`config.mk`:
```
export PLATFORM = sky130hd
export DESIGN_NAME = picobello_link_buffer
export DESIGN_NICKNAME = d
export VERILOG_FILES = /design/src/rtl/picobello_link_buffer.sv
export SDC_FILE = /design/constraint.sdc
export NUM_CORES = 1
export LEC_CHECK = 0
export BUFFER_PORTS_ARGS = -buffer_cell sky130_fd_sc_hd__buf_2
export CORE_ASPECT_RATIO = 0.7
export CORE_MARGIN = 1.5
export CORE_UTILIZATION = 52
export CTS_CLUSTER_SIZE = 10
export DETAILED_ROUTE_END_ITERATION = 16
export GPL_ROUTABILITY_DRIVEN = 1
export HOLD_SLACK_MARGIN = 0.12
export PLACE_DENSITY = 0.81
export SLEW_MARGIN = 40
export SYNTH_ARGS = -nofsm -noshare
export SYNTH_HDL_FRONTEND = slang
export SYNTH_SLANG_ARGS = --single-unit
```
`constraint.sdc`:
```
create_clock -name clk_i -period 6.9 [get_ports clk_i]
set_input_delay 1.38 -clock clk_i [delete_from_list [all_inputs] [get_ports clk_i]]
set_output_delay 1.38 -clock clk_i [all_outputs]
set_load 0.02 [all_outputs]
```
`src/rtl/picobello_link_buffer.sv`:
```
`default_nettype none
// ============================================================================
// Module  : picobello_link_buffer
// Purpose : Registered valid/ready link buffer with occupancy and idle status
// Rev     : 1.0
// ============================================================================
module picobello_link_buffer #(
  parameter int unsigned DataWidth = 64,
  parameter int unsigned Depth     = 2,
  parameter int unsigned CntWidth  = $clog2(Depth + 1)
) (
  input  logic                 clk_i,
  input  logic                 rst_i,
  input  logic                 flush_i,
  input  logic                 in_valid_i,
  output logic                 in_ready_o,
  input  logic [DataWidth-1:0] in_data_i,
  output logic                 out_valid_o,
  input  logic                 out_ready_i,
  output logic [DataWidth-1:0] out_data_o,
  output logic [CntWidth-1:0]  occupancy_o,
  output logic                 idle_o
);

  localparam int unsigned          c_PTR_W = (Depth > 1) ? $clog2(Depth) : 1;
  localparam logic [c_PTR_W-1:0]   c_LAST  = c_PTR_W'(Depth - 1);
  localparam logic [CntWidth-1:0]  c_FULL  = CntWidth'(Depth);

  logic [DataWidth-1:0] r_mem [Depth];
  logic [c_PTR_W-1:0]   r_wp;
  logic [c_PTR_W-1:0]   r_rp;
  logic [CntWidth-1:0]  r_count;

  logic                 w_push;
  logic                 w_pop;
  logic [c_PTR_W-1:0]   w_wp_next;
  logic [c_PTR_W-1:0]   w_rp_next;

  // Ready comes only from the count register, so a pop on a full buffer
  // cannot open the input in the same cycle; this keeps ready registered.
  assign in_ready_o  = (r_count != c_FULL);
  assign out_valid_o = (r_count != '0);
  assign w_push      = in_valid_i && in_ready_o;
  assign w_pop       = out_valid_o && out_ready_i;

  assign w_wp_next = (r_wp == c_LAST) ? '0 : r_wp + c_PTR_W'(1);
  assign w_rp_next = (r_rp == c_LAST) ? '0 : r_rp + c_PTR_W'(1);

  always_ff @(posedge clk_i or posedge rst_i) begin
    if (rst_i) begin
      r_wp    <= '0;
      r_rp    <= '0;
      r_count <= '0;
    end else if (flush_i) begin
      r_wp    <= '0;
      r_rp    <= '0;
      r_count <= '0;
    end else begin
      if (w_push) begin
        r_wp <= w_wp_next;
      end
      if (w_pop) begin
        r_rp <= w_rp_next;
      end
      if (w_push && !w_pop) begin
        r_count <= r_count + CntWidth'(1);
      end else if (w_pop && !w_push) begin
        r_count <= r_count - CntWidth'(1);
      end
    end
  end

  // Payload storage needs no reset; empty entries are masked at the output.
  always_ff @(posedge clk_i) begin
    if (w_push && !flush_i) begin
      r_mem[r_wp] <= in_data_i;
    end
  end

  assign out_data_o  = out_valid_o ? r_mem[r_rp] : '0;
  assign occupancy_o = r_count;
  assign idle_o      = (r_count == '0) && !in_valid_i;

`ifndef SYNTHESIS
  a_count_bound: assert property (@(posedge clk_i) disable iff (rst_i)
    r_count <= c_FULL);
  a_no_push_full: assert property (@(posedge clk_i) disable iff (rst_i)
    (r_count == c_FULL) |-> !w_push);
  a_data_stable: assert property (@(posedge clk_i) disable iff (rst_i)
    (out_valid_o && !out_ready_i && !flush_i) |=> $stable(out_data_o));
`endif

endmodule
`default_nettype wire

```
# Yosys cells after proc, flatten, opt, wreduce, memory -nomap -nowiden

Memory sizes are Yosys's and may differ from the RTL's.
Cells that the tools add are included.

Bits in registers: 4
Bits in latches: 0
Bits in writable memories: 128
ROM bits: 0
Output and inout bits: 69
Word-level logic and storage cells: 36
Memories: 1

Memory list:

| memory | words | bits a word | rd ports | clocked after memory_dff | write ports | RTL line | text |
|---|---|---|---|---|---|---|---|
| r_mem  | 2     | 64          | 1        | 0                        | 1           | 29       | `logic [DataWidth-1:0] r_mem [Depth];` |

Add/sub/neg operators: 4
Multiply operators: 0
Div/mod/pow operators: 0
Magnitude comparators: 0
Eq/ne operators: 1
Shifts and indexed selects: 0
Mux-type cells: 12
Bitwise operators: 0
Reductions and logical operators: 15

Operator list:

| operator              | number |
|---|---|
| $mux W64              | 1 |
| $mux W1               | 8 |
| $logic_and A1 B1 Y1   | 6 |
| $mux W2               | 3 |
| $reduce_bool A2 Y1    | 3 |
| $logic_not A1 Y1      | 4 |
| $reduce_bool A3 Y1    | 1 |
| $add A1 B1 Y1 const B | 2 |
| $add A2 B1 Y2 const B | 1 |
| $logic_not A2 Y1      | 1 |
| $ne A2 B2 Y1 const B  | 1 |
| $sub A2 B1 Y2 const B | 1 |

# Logic depth before layout (Yosys ltp)

Gate-level depths: netlist of run 1.

Depth in word-level cells: 7
Mapped depth: 4
Mapped depth without buffers: 4

# Worst setup path before layout of run 1

Ideal clock, no wire load.

Kind: in2reg
From: input port in_valid_i
To: memory r_mem[1][0], enable pin
Library setup time: 579 ps
Arrival time: 6109 ps
Required time: 6321 ps
Setup slack: 212 ps
Cell stages on the path: 2
Buffers on the path: 0
Cell sequence: nand2_1 -> nor3b_1

Cells in the longest elaborated chain, start to end: 4

RTL lines:

| element                       | RTL line | text |
|---|---|---|
| from (decl)                   | 15       | `input logic in_valid_i,` |
| $logic_and A1 B1 Y1           | 43       | `assign w_push = in_valid_i && in_ready_o;` |
| $logic_and A1 B1 Y1           | 75       | `if (w_push && !flush_i) begin` |
| $mux W1                       | 75       |  |
| $mux W1 (not written as such) | 76       | `r_mem[r_wp] <= in_data_i;` |
| to (decl)                     | 29       |  |

No other way between the ends.

# Worst setup path in the final report of run 1

From: register r_count[0], in the netlist occupancy_o[0]
To: output port out_data_o[43]

Cells in the longest elaborated chain, start to end: 2

RTL lines:

| element                | RTL line | text |
|---|---|---|
| from (decl)            | 32       | `logic [CntWidth-1:0] r_count;` |
| from (signal assigned) | 66       | `r_count <= r_count + CntWidth'(1);` |
| from (signal assigned) | 68       | `r_count <= r_count - CntWidth'(1);` |
| $reduce_bool A2 Y1     | 42       | `assign out_valid_o = (r_count != '0);` |
| $mux W64               | 80       | `assign out_data_o = out_valid_o ? r_mem[r_rp] : '0;` |
| to (decl)              | 20       | `output logic [DataWidth-1:0] out_data_o,` |

No other way between the ends.

==> impl_summary.log, run 1 <==
[metrics] Die Span Y: 85.46 µm
[metrics] FF/Latch Area: 3948 µm²
[metrics] sink count of the clock tree: 132
[metrics] largest cells by area after synthesis: edfxtp_1, mux2i_1, nor2_1
[metrics] Worst setup SP type: register
[metrics] fraction of the cycle the final worst path needs: 52.69%
[metrics] Yosys warnings: 0
[metrics] critical path, cell by cell: nor2_4 -> buf_4 -> nor2_1 -> buf_2
[metrics] Setup Viol. Count Final: 0
[metrics] leakage power summed over all cells: 2.519 nW
[metrics] library cells used by synthesis: 21
[metrics] maximum level of the CTS H-tree: 4
[metrics] Max FO, Critical Path: 37
[metrics] number of global-route vias before repair: 2925
[metrics] flop2flop setup slack: 5.01 ns
[metrics] logic depth of the worst register-to-register path: 5
[metrics] Die ar.: 10320 µm²
[metrics] type of the most critical hold path: register to register
[metrics] Syn Std Cell Area: 5051 µm²
[metrics] effective utilization at floorplan: 54.59%
[metrics] status: finished clean
[metrics] end of the worst register-to-register path: r_mem[1][48]$_DFFE_PP_
[metrics] Synth Net Count: 368
[metrics] start of the worst register-to-register path: occupancy_o[1]$_DFFE_PP0P_
[metrics] antenna violations before repair: 1
[metrics] Max-slew headroom: 54.04%
[metrics] sort of element at the end of the critical path: output pin
[metrics] final routed wirelength across all metal layers: 9197 µm
[metrics] number of synthesized register bits: 132
[metrics] actual slew at the worst max-slew pin: 0.6878 ns
[metrics] Synth-to-Final Area Change: 29.23%
[metrics] Clock Root Buffer: clkbuf_16
[metrics] Worst Setup Path Type: register to output pin
[metrics] hold-fix buffers at CTS: 0
[metrics] time the final worst path needs with I/O delays and setup: 3.636 ns
[metrics] max_cap viols: 0
[metrics] unrepaired setup endpoints after global routing: no
[metrics] average detailed-routed wire length per instance: 15.72 µm
[metrics] overall global routing resource usage: 19.05%
[metrics] last element of the critical path: out_data_o[43]
[metrics] CTS Buffer Depth: 2
[metrics] core footprint: 9253 µm²
[metrics] number of gates resized after CTS: 0
[metrics] maximum number of pins on one net before global-route repair: 38
[metrics] origin of the worst min-delay path: r_wp$_DFFE_PP0P_
[metrics] overflow left after global routing: 0
[metrics] Post-Syn Area per Cell: 16.89 µm²
[metrics] RD Place Congestion: 0.7124
[metrics] Detailed Routing Iterations Pass 1: 5
[metrics] launching element of the worst setup path: occupancy_o[0]$_DFFE_PP0P_
[metrics] remaining antenna violation count after routing: 0
[metrics] final worst hold slack: 0.6009 ns
[metrics] drt drc: 0
[metrics] chip width: 120.8 µm
[metrics] DRC marker count from the first detailed-route iteration: 184
[metrics] detailed-route via count: 2975
[metrics] I/O Buffers: 137
[metrics] wire length of the first global-routing pass: 14390 µm
[metrics] Power Dens Cells: 315.6 nW/µm²
[metrics] worst-skew pair later-pin latency: 0.40 ns
[metrics] NumNets Final: 517
[metrics] Post-CTS Setup Repair Bufs: 0
[metrics] Antenna Cells: 0
[metrics] final HPWL from detailed placement: 5908 µm
[metrics] number of buffers added by the clock tree synthesis step: 17
[metrics] clock-pin transition on the worst setup and hold timing paths: 0.05 ns
[metrics] TritonCTS clock tree: done
[metrics] area fraction of the dominant cell type after synthesis: 76.10%
[metrics] sum of negative setup slack: 0 ns
[metrics] required time of the critical path: 5.52 ns
[metrics] arrival time of the worst setup path: 2.26 ns
[metrics] final clock skew: 0.006149 ns
[metrics] final hold viol count: 0
[metrics] sequential element share of the synthesized area: 78.08%
[metrics] IR Drop Worst-Case VDD: 0.2087 mV
[metrics] layout cells sized above 1: 37.96%
[metrics] Crit path largest cell delay: 0.59 ns
[metrics] fill count: 633
[metrics] Peak Freq: 275.0 MHz
[metrics] Power Total: 2.060 mW
[metrics] I/O pin count: 138
[metrics] multi-input gate area in the final layout: 1026 µm²
[metrics] DR vias/cell: 5.085
[metrics] Max Transition Viols Final: 0
[metrics] Std-Cell Rows: 29
[metrics] highest-delay cell along the critical path: nor2_4
[metrics] cells after synthesis: 299
[metrics] leading area contributor after synthesis: edfxtp_1
[through the flow]
step / cell area (µm²) / util, % / worst slack [ns] / cells
global placement: 5867 / 63.41 / 3.707 / 551
floorplan: 5051 / - / 0.2123 / 299
global route: 6528 / 70.55 / 3.100 / 585
finish: 6528 / 70.55 / 3.264 / 585
CTS: 6528 / 70.55 / 3.194 / 585
detailed placement: 5907 / 63.84 / 3.643 / 553
[cells by family (layout without fill, tap and decap cells)]
logic type | count (synthesis) | count (layout) | synth area share (%)
multiplexers | 65 | 65 | 12.88
AO/OA/AOI/OAI | 8 | 8 | 0.8919
AND/OR/NAND/NOR | 75 | 75 | 6.019
flip-flops | 132 | 132 | 78.08
XOR/XNOR | 1 | 1 | 0.1734
buffers and inverters | 18 | 180 | 1.957
[worst min path at each step]
stage	to	cells after the start
final	r_wp$_DFFE_PP0P_	2
after global routing	r_wp$_DFFE_PP0P_	2
after CTS	r_wp$_DFFE_PP0P_	2
after detailed placement	r_wp$_DFFE_PP0P_	2
after global placement	r_wp$_DFFE_PP0P_	2
after floorplan	r_wp$_DFFE_PP0P_	2
[layer usage]
layer,global-route usage [%],share of wire (%)
met5,0,0
met2,30.22,48
met4,7.059,0.88
met1,24.56,43
met3,6.720,8.1
[state kept, by name (all words and copies together) (netlist names)]
signal / flops
occupancy_o: 2
r_mem: 128
r_rp: 1
r_wp: 1
[cells in the final DEF (no fill, tap or decap), drive strengths merged]
master,netlist,routed
a21o,1,1
a21oi,4,4
buf,13,144
bufinv,0,5
clkbuf,1,19
clkinv,0,6
clkinvlp,0,2
dfrtp,4,4
edfxtp,128,128
inv,4,4
mux2i,65,65
nand2,1,1
nand3b,1,1
nor2,67,67
nor2b,1,1
nor3,1,1
nor3b,2,2
o211ai,1,1
o21ai,2,2
or2,1,1
or3,1,1
xor2,1,1
[worst max-delay path, delay by kind of cell (launching register included)]
family,cells,cell delay [ns]
buffers and inverters,2,0.64
AND/OR/NAND/NOR,2,0.72
flip-flops,1,0.48
[area by class of cell]
type / instances / area share, %
tap: 124 / 2.377
clock buffer: 19 / 6.632
clock inverter: 13 / 2.875
multi-input combinational: 149 / 15.72
timing repair buffer: 144 / 11.69
inverter: 4 / 0.2300
sequential: 132 / 60.48
[power breakdown]
part           leakage (nW)  switching (mW)  internal [mW]
logic                  1.00           0.127         0.0749
clock network         0.292           0.301          0.633
registers              1.23          0.0113          0.914
[synthesized netlist by cell type]
library cell and n:
edfxtp_1 128, nor2_1 67, mux2i_1 65, buf_2 7
buf_4 6, a21oi_1 4, dfrtp_1 4, inv_1 2
inv_2 2, nor3b_1 2, o21ai_0 2, a21o_1 1
clkbuf_1 1, nand2_1 1, nand3b_1 1, nor2b_2 1
nor3_1 1, o211ai_1 1, or2_0 1, or3_1 1
xor2_1 1
(Power assumes the default switching activity.)
==> run 2: changes to the inputs <==
CORE_UTILIZATION = 47   (was 52)
PLACE_DENSITY = 0.78   (was 0.81)
clock period = 2.9 ns   (was 6.9 ns; I/O delays follow)
==> run 2 against run 1 <==
- final area is 0.79% higher
- final cell count is 1.5% higher
- global-route usage is 1.7 points lower
- die area is 10% higher
- clock-buffer cell count is 1 lower
- hold slack worse by 0.24 ns
==> impl_summary.log, run 2 (synthesis results as in run 1) <==
[metrics] CTS Buffer Depth: 2
[metrics] detailed-route via count: 2980
[metrics] I/O Buffers: 137
[metrics] actual slew at the worst max-slew pin: 0.5062 ns
[metrics] wire length of the first global-routing pass: 14700 µm
[metrics] status: finished clean
[metrics] NumNets Final: 519
[metrics] Max FO, Critical Path: 21
[metrics] Max-slew headroom: 66.26%
[metrics] DR vias/cell: 5.017
[metrics] final routed wirelength across all metal layers: 9369 µm
[metrics] overflow left after global routing: 0
[metrics] arrival time of the worst setup path: 1.88 ns
[metrics] unrepaired setup endpoints after global routing: no
[metrics] I/O pin count: 138
[metrics] Worst setup SP type: register
[metrics] Max Transition Viols Final: 0
[metrics] TritonCTS clock tree: done
[metrics] final clock skew: 0.004522 ns
[metrics] clock-pin transition on the worst setup and hold timing paths: 0.06 ns
[metrics] antenna violations before repair: 0
[metrics] Antenna Cells: 0
[metrics] final cell area excluding filler cells: 6579 µm²
[metrics] number of global-route vias before repair: 2993
[metrics] Synth-to-Final Area Change: 30.25%
[metrics] Power Dens Cells: 740.6 nW/µm²
[metrics] sink count of the clock tree: 132
[metrics] launching element of the worst setup path: r_rp$_DFFE_PP0P_
[metrics] origin of the worst min-delay path: in_data_i[49]
[metrics] most frequent cells in the layout: buf_2, edfxtp_1, nor2_1, mux2i_1, clkbuf_16
[metrics] post-detailed-placement cell area: 5954 µm²
[metrics] Detailed Routing Iterations Pass 1: 4
[metrics] DRC marker count from the first detailed-route iteration: 154
[metrics] most common library cell in the layout ignoring fill and taps: buf_2
[metrics] required time of the critical path: 2.32 ns
[metrics] overall global routing resource usage: 17.38%
[metrics] maximum number of pins on one net before global-route repair: 66
[metrics] final hold viol count: 0
[metrics] RD Place Congestion: 0.7475
[metrics] fraction of the cycle the final worst path needs: 84.77%
[metrics] layout cells sized above 1: 40.04%
[metrics] Peak Freq: 406.8 MHz
[metrics] drt drc: 0
[metrics] start of the worst register-to-register path: occupancy_o[1]$_DFFE_PP0P_
[metrics] time the final worst path needs with I/O delays and setup: 2.458 ns
[metrics] effective utilization at floorplan: 48.59%
[metrics] leakage power summed over all cells: 2.539 nW
[metrics] Post-CTS Setup Repair Bufs: 0
[metrics] Worst Setup Path Type: register to output pin
[metrics] average detailed-routed wire length per instance: 15.77 µm
[metrics] Die ar.: 11390 µm²
[metrics] Setup Viol. Count Final: 0
[metrics] type of the most critical hold path: input port to register
[metrics] final HPWL from detailed placement: 6170 µm
[metrics] worst-skew pair later-pin latency: 0.40 ns
[metrics] chip width: 126.9 µm
[metrics] Std-Cell Rows: 31
[metrics] maximum level of the CTS H-tree: 4
[metrics] max_cap viols: 0
[metrics] sum of negative setup slack: 0 ns
[metrics] number of buffers added by the clock tree synthesis step: 17
[metrics] flip-flop count of the largest register, all copies and words added: 128
[metrics] IR Drop Worst-Case VDD: 0.6807 mV
[metrics] sort of element at the end of the critical path: output pin
[metrics] Die Span Y: 89.74 µm
[metrics] remaining antenna violation count after routing: 0
[metrics] Most flops, register: r_mem
[metrics] core footprint: 10400 µm²
[metrics] Clock Root Buffer: clkbuf_16
run 2: path summary, 6_finish.rpt:
kind                                           to  slack [ns]  cells past startpoint
max                                 out_data_o[2]        0.44                      4
min                        r_mem[1][49]$_DFFE_PP_        0.36                      1
max reg2reg                r_mem[1][10]$_DFFE_PP_        1.08                      5
min reg2reg                      r_wp$_DFFE_PP0P_        0.63                      2
max in group asynchronous        r_rp$_DFFE_PP0P_        2.07                      3
min in group asynchronous        r_wp$_DFFE_PP0P_        0.62                      3
run 2: timing repair:
action,CTS,global route
resized for setup,0,0
hold buffers,1,0
hold endpoints to repair,4,0
run 2: layout make-up:
cell class                 instances  area [µm²]
inverter                           4       17.52
sequential                       132        3950
multi-input combinational        149        1051
timing repair buffer             146       780.7
clock inverter                    13       185.2
fill                             762        3816
clock buffer                      18       429.2
tap                              132       165.2
run 2: metrics by stage:
| step | cells | hold WS [ns] | utilization (%) | setup WS (ns) | total power [mW] |
|---|---|---|---|---|---|
| floorplan | 299 | 0.3459 | - | 0.001607 | 2.544 |
| global placement | 562 | 0.4800 | 57.28 | 0.8672 | 2.720 |
| detailed placement | 562 | 0.4887 | 57.28 | 0.8607 | 2.733 |
| CTS | 594 | 0.3448 | 63.29 | 0.4052 | 4.915 |
| global route | 594 | 0.3382 | 63.29 | 0.3159 | 5.050 |
| finish | 594 | 0.3596 | 63.29 | 0.4416 | 4.872 |
run 2: routing by layer:
metal / share of wire, % / up-vias / track usage [%]
met1: 43 / 1444 / 21.79
met5: 0 / - / 0
met3: 9.5 / 13 / 8.333
li1: - / 1408 / -
met2: 46 / 115 / 26.49
met4: 1.1 / 0 / 6.155
run 2: report_power, final:
group / internal (mW) / switching, mW / leakage, nW
Clock: 1.43 / 0.752 / 0.296
Combinational: 0.183 / 0.296 / 1.02
Sequential: 2.17 / 0.0357 / 1.22
run 2: critical path: stages (launching register included):
cell	delay, ns
dfrtp_4	0.68
buf_4	0.31
mux2i_1	0.24
nor2_1	0.07
buf_2	0.17
